==> src/rtl/exmem_skid_buffer.sv <==
// Two-entry EX/MEM elastic register: one-cycle latency, full throughput while mem_ready is high.
// A skid slot absorbs one in-flight entry under backpressure; ex_ready and mem_valid come straight from flops.
module exmem_skid_buffer #(
  parameter int DATA_W = 32,
  parameter int REG_W  = 5
) (
  input  logic              clk,
  input  logic              rst,
  input  logic              flush,
  input  logic              ex_valid,
  output logic              ex_ready,
  input  logic [DATA_W-1:0] ex_result,
  input  logic [DATA_W-1:0] ex_store_data,
  input  logic [REG_W-1:0]  ex_rd,
  input  logic              ex_regwrite,
  input  logic              ex_memread,
  input  logic              ex_memwrite,
  output logic              mem_valid,
  input  logic              mem_ready,
  output logic [DATA_W-1:0] mem_result,
  output logic [DATA_W-1:0] mem_store_data,
  output logic [REG_W-1:0]  mem_rd,
  output logic              mem_regwrite,
  output logic              mem_memread,
  output logic              mem_memwrite,
  output logic              fwd_en,
  output logic [REG_W-1:0]  fwd_rd,
  output logic [DATA_W-1:0] fwd_data
);

  typedef struct packed {
    logic [DATA_W-1:0] result;
    logic [DATA_W-1:0] store_data;
    logic [REG_W-1:0]  rd;
    logic              regwrite;
    logic              memread;
    logic              memwrite;
  } entry_t;

  typedef enum logic [1:0] {
    ST_EMPTY = 2'd0,
    ST_ONE   = 2'd1,
    ST_TWO   = 2'd2
  } state_t;

  state_t state_q, state_d;
  entry_t head_q, head_d;
  entry_t skid_q, skid_d;
  entry_t in_entry;
  logic   ex_ready_q, ex_ready_d;
  logic   accept, pop;

  // State and storage registers
  always_ff @(posedge clk or posedge rst) begin
    if (rst) begin
      state_q    <= ST_EMPTY;
      head_q     <= '0;
      skid_q     <= '0;
      ex_ready_q <= 1'b1;
    end else begin
      state_q    <= state_d;
      head_q     <= head_d;
      skid_q     <= skid_d;
      ex_ready_q <= ex_ready_d;
    end
  end

  // Next-state and datapath steering
  always_comb begin
    in_entry            = '0;
    in_entry.result     = ex_result;
    in_entry.store_data = ex_store_data;
    in_entry.rd         = ex_rd;
    // Writes to x0 are dropped here so forwarding never has to re-check them.
    in_entry.regwrite   = ex_regwrite & (ex_rd != '0);
    in_entry.memread    = ex_memread;
    in_entry.memwrite   = ex_memwrite;

    accept  = ex_valid & ex_ready_q;
    pop     = (state_q != ST_EMPTY) & mem_ready;

    state_d = state_q;
    head_d  = head_q;
    skid_d  = skid_q;

    if (flush) begin
      state_d = ST_EMPTY;
    end else begin
      case (state_q)
        ST_EMPTY: begin
          if (accept) begin
            head_d  = in_entry;
            state_d = ST_ONE;
          end
        end
        ST_ONE: begin
          if (accept && pop) begin
            head_d  = in_entry;
          end else if (accept) begin
            skid_d  = in_entry;
            state_d = ST_TWO;
          end else if (pop) begin
            state_d = ST_EMPTY;
          end
        end
        ST_TWO: begin
          if (pop) begin
            head_d  = skid_q;
            state_d = ST_ONE;
          end
        end
        default: state_d = ST_EMPTY;
      endcase
    end

    ex_ready_d = (state_d != ST_TWO);
  end

  // Outputs: all driven from registered state and the head entry
  always_comb begin
    ex_ready       = ex_ready_q;
    mem_valid      = (state_q != ST_EMPTY);
    mem_result     = head_q.result;
    mem_store_data = head_q.store_data;
    mem_rd         = head_q.rd;
    mem_regwrite   = head_q.regwrite;
    mem_memread    = head_q.memread;
    mem_memwrite   = head_q.memwrite;
    fwd_en         = mem_valid & head_q.regwrite & (head_q.rd != '0);
    fwd_rd         = head_q.rd;
    fwd_data       = head_q.result;
  end

endmodule

==> config.mk <==
export PLATFORM = sky130hd
export DESIGN_NAME = exmem_skid_buffer
export DESIGN_NICKNAME = d
export VERILOG_FILES = /design/src/rtl/exmem_skid_buffer.sv
export SDC_FILE = /design/constraint.sdc
export NUM_CORES = 1
export LEC_CHECK = 0
export ABC_AREA = 1
export CORE_MARGIN = 1
export CORE_UTILIZATION = 50
export CTS_CLUSTER_SIZE = 20
export DETAILED_ROUTE_END_ITERATION = 16
export PLACE_DENSITY_LB_ADDON = 0.1
export SETUP_SLACK_MARGIN = 0.4
export SLEW_MARGIN = 20
export SYNTH_ARGS = -nofsm -noshare
export SYNTH_HDL_FRONTEND = slang
export SYNTH_SLANG_ARGS = --single-unit
==> constraint.sdc <==
create_clock -name clk -period 9.3 [get_ports clk]
set_input_delay 1.86 -clock clk [delete_from_list [all_inputs] [get_ports clk]]
set_output_delay 1.86 -clock clk [all_outputs]
set_load 0.05 [all_outputs]
## Word-level counts from Yosys, hierarchy flattened

Cells that the tools add are included.

- Logic and storage cells: 46
- Bits in registers: 147

- Muxes and demuxes: 11
- Equal/unequal tests: 6
- Bitwise operators: 7
- Reduce and logical (&&, ||, !) cells: 8

Operators by type and width:

| cell | number |
|---|---|
| $mux W72 | 3 |
| $pmux W72 S3 | 1 |
| $mux W2 | 6 |
| $reduce_bool A5 Y1 | 2 |
| $ne A2 B2 Y1 const B | 4 |
| $pmux W2 S3 | 1 |
| $and A1 B1 Y1 | 5 |
| $reduce_and A5 Y1 | 1 |
| $reduce_and A4 Y1 | 1 |
| $reduce_bool A3 Y1 | 1 |
| $eq A2 B1 Y1 const B | 1 |
| $eq A2 B2 Y1 const B | 1 |
| $logic_not A2 Y1 | 1 |
| $not A1 Y1 | 2 |
| $reduce_bool A2 Y1 | 1 |
| $logic_and A1 B1 Y1 | 1 |

## Logic depth before layout (Yosys ltp)

- Depth after elaboration: 8
- Gate-level depth with buffers: 10

## Worst setup path before layout

OpenSTA, ideal clock, no wires.

- Path type: register to output
- Start: register state_q[1]
- End: output fwd_en
- Arrival time: 1.251 ns
- Cell stages (with the launch flop): 5
- Setup slack: 6.189 ns
- Path buffers: 0
- Cell sequence: dfrtp_1 > inv_2 > nand2_1 > nand3_1 > inv_1

- Word-level cells in the longest chain between the ends: 3

RTL lines:

| element | line | source |
|---|---|---|
| start, declared | 46 | `state_t state_q, state_d;` |
| start signal, assigned | 61 | `state_q <= state_d;` |
| $reduce_bool A2 Y1 | 122 | `mem_valid = (state_q != ST_EMPTY);` |
| net mem_valid | 18 | `output logic mem_valid,` |
| $and A1 B1 Y1 (2 in series) | 129 | `fwd_en = mem_valid & head_q.regwrite & (head_q.rd != '0);` |
| end, declared | 26 | `output logic fwd_en,` |

The timed path passes the listed nets, and every way through them passes these cells.

## Worst setup path after layout

- Start: register state_q[0]
- End: output fwd_en

- Word-level cells in the longest chain between the ends: 3

RTL lines:

| element | line |
|---|---|
| $reduce_bool A2 Y1 | 122 |
| $and A1 B1 Y1 (2 in series) | 129 |

Every way passes these cells.

==> summary.md <==
| Metric | Value |
|---|---|
| Clock net sink count | ~150 |
| Starting Density | 0.516 |
| Compound-Gate Fraction of Synth Area | 0.128 |
| Status | finished clean |
| CTS clk-pin slew, worst paths | 0.06 ns |
| Cts repair resizes | 0 |
| Die width | 119 um |
| CP endpoint kind | output pin |
| Startpoint class of the critical path | register |
| Post-synthesis cell type count | 22 |
| R2R cell count | 7 |
| Nets | 1042 |
| Simple-gate area share of the yosys netlist | 0.210 |
| IO buf count | 188 |
| Clk Latency, worst-skew pair | 0.41 ns |
| Initial DRC count | 334 |
| RSZ-0062 raised after global routing | false |
| Reg-to-Reg Start | state_q[1] |
| First-pass GRT wire length | between 20000 and 25000 um |
| Die height | 119 um |
| H-tree depth | 4 |
| Cell internal pwr | approximately 1400 uW |
| Drt wl/cell | 12.7 um |
| Comb pwr share | 0.339 |
| Data arrival, critical path | 1.95 ns |
| Via Count | 5396 |
| Cell Area, Synth | slightly below 7000 um2 |
| Slew HR | 0.345 |
| Area of the multi-input gates | ~2300 um2 |
| Final Hold Viols | 0 |
| Initial antenna violation count | 0 |
| Crit Path Max Fanout | 3 |
| HP Class | register to register |
| Total GRT Usage | 0.218 |
| Final HPWL from detailed placement | 8950 um |
| Placer Congestion | around 0.73 |
| Setup TNS | 0 ns |
| Area leader, netlist | dfrtp_1 |
| Post-synth top area share | 0.532 |
| Hold Buf Count CTS | 0 |
| Mapped Cells | 836 |
| Mean Syn Cell Area | 8.21 um2 |
| Largest net degree at the start of global routing | between 100 and 150 |
| Syn nets | 913 |
| Worst VDD drop | 0.000156 V |
| Top FF cell, synth | dfrtp_1 |
| Top cells by count, synth | nand2_1, dfrtp_1, inv_1 |
| R2R Setup Slk | 6.61 ns |
| XOR/XNOR share of the synthesized area | 0 |
| Layout Area Growth over Synthesis | 31.5% |
| Part of the Yosys area used for sequential elements | 0.536 |
| Period utilization | 0.410 |
| Final Setup Violations | 0 |
| Yosys warns | 0 |
| EDFF count, synth | 0 |
| Post-synthesis register bit count | 147 |
| Number of setup buffers added after CTS | 0 |
| I/O pin cnt | roughly 190 |
| Longest Clk Path Bufs | 2 |
| Clk_skew | 0.00585 ns |
| DR DRC count | 0 |
| CTS buffer count | 17 |
| Max Transition Viols Final | 0 |
| Final wirelength | 14600 um |
| Hold depth | 2 |
| Max-cap violations | 0 |
| Slew @ Worst Pin | 0.983 ns |
| TritonCTS clock tree | yes |
| Synth top area cells | dfrtp_1, nand2_1, o21ai_0 |
| Maximum clock frequency | 0.262 GHz |
| Reg power frac | 0.376 |
| Pwr Density | 252 nW/um2 |
| Clock power frac | 0.285 |
| Total power | around 2300 uW |
| Min Hold Slack | 0.469 ns |
| Leakage power | 0.00450 uW |
| Post-Synth Adder-Cell Area | 0 |
| Switching Share | 0.369 |
| Post-synthesis mux area share | 0 |
| Critical path class | register to output pin |
| GRT Residual Overflow | 0 |
| Post-DR vias/cell | roughly 4.7 |
| Final ANT Viol Nets | 0 |
| Vias in the first global route | 4932 |
| Site row count | 42 |
| Switching pwr | 841 uW |
| Layout cells sized above 1 | 0.0818 |
| Fin crit period | 3.81 ns |
| R2r endpoint | fwd_rd[4] |
| Top-count cell post-synth | nand2_1 |
| CTS root buffer | clkbuf_16 |
| Worst endpoint required time | 7.44 ns |
| Core Area | approximately 13000 um2 |
| Asr flop ratio synth | 1.00 |
| Pre-antenna DRT Iters | 6 |
| Antenna diodes | 0 |
| Largest family of logic cells by synthesized area | simple AND/OR/NAND/NOR gates |
| Hold path endpoint | mem_store_data[31] |
| Worst hold path startpoint | mem_store_data[31] |
| Die area | 14200 um2 |
| Register Area | 3680 um2 |
| Final-layout fill cell count | about 1100 |
how the worst max path moves through the flow:
stage                     startpoint                 to  slack [ns]  cells past startpoint
final                     state_q[0]             fwd_en        5.49                      5
after global routing      state_q[0]             fwd_en        5.40                      5
after CTS                 state_q[0]             fwd_en        5.46                      5
after detailed placement    ex_valid         skid_q[47]        5.33                      6
after global placement           rst  mem_store_data[2]        5.41                      3
after floorplan                  rst        fwd_data[0]        3.49                      1
sequential cells by signal, summed over array words and instances (netlist names):
signal          cells
mem_memwrite        1
mem_regwrite        1
state_q             2
fwd_rd              5
ex_ready            1
fwd_data           32
mem_store_data     32
skid_q             72
mem_memread         1
worst max-delay path: stages, from the launching register on:
cell and delay, ns:
dfrtp_1 0.41, inv_2 0.06, nand2_1 0.12, nand3_1 0.09
inv_1 0.05, clkdlybuf4s50_1 0.81
placed cells by master, fill, tap and decap left out, types with 6 or more instances in the layout:
master	instances
inv_1	78
dfrtp_1	146
a21oi_2	36
clkinv_2	6
o21ai_1	37
o21ai_0	73
nand2_1	323
clkdlybuf4s50_1	188
nor2_1	43
clkbuf_16	17
power groups by stage:
stage	clock network [uW]	logic, uW	registers (uW)
2_1_floorplan	0	354	1070
3_3_place_gp	0	769	864
3_5_place_dp	0	778	867
4_1_cts	663	780	859
5_1_grt	690	824	876
6_report	649	773	858
logic make-up after synthesis:
family / count (synthesis)
AO/OA/AOI/OAI: 148
flip-flops: 147
AND/OR/NAND/NOR: 376
buffers and inverters: 165
area by class of cell:
type,count,area share
Multi-Input combinational cell,524,0.259
Inverter,83,0.0352
Clock buffer,23,0.0540
Timing Repair Buffer,192,0.212
Clock inverter,9,0.00873
Tap cell,176,0.0244
Sequential cell,147,0.407
per-stage QoR:
stage / area (um2) / setup WS (ns) / util / cells
2_1_floorplan: 6870 / 3.49 / - / 836
3_3_place_gp: 8460 / 5.41 / 0.637 / 1122
3_5_place_dp: 8460 / 5.33 / 0.637 / 1122
4_1_cts: 9030 / 5.46 / 0.679 / 1154
5_1_grt: 9030 / 5.40 / 0.679 / 1154
6_report: 9030 / 5.49 / 0.679 / 1154
metal layers:
metal  wire length (um)  part of all wire  up-vias  track usage
met5                  0                 0        -            0
met4                 72            0.0049        0       0.0585
met3                735             0.050        7       0.0661
met2               7110              0.49      122        0.349
met1               6680              0.46     2475        0.287
li1                   -                 -     2792            -
No activity file was read; power rests on OpenSTA's default activity.
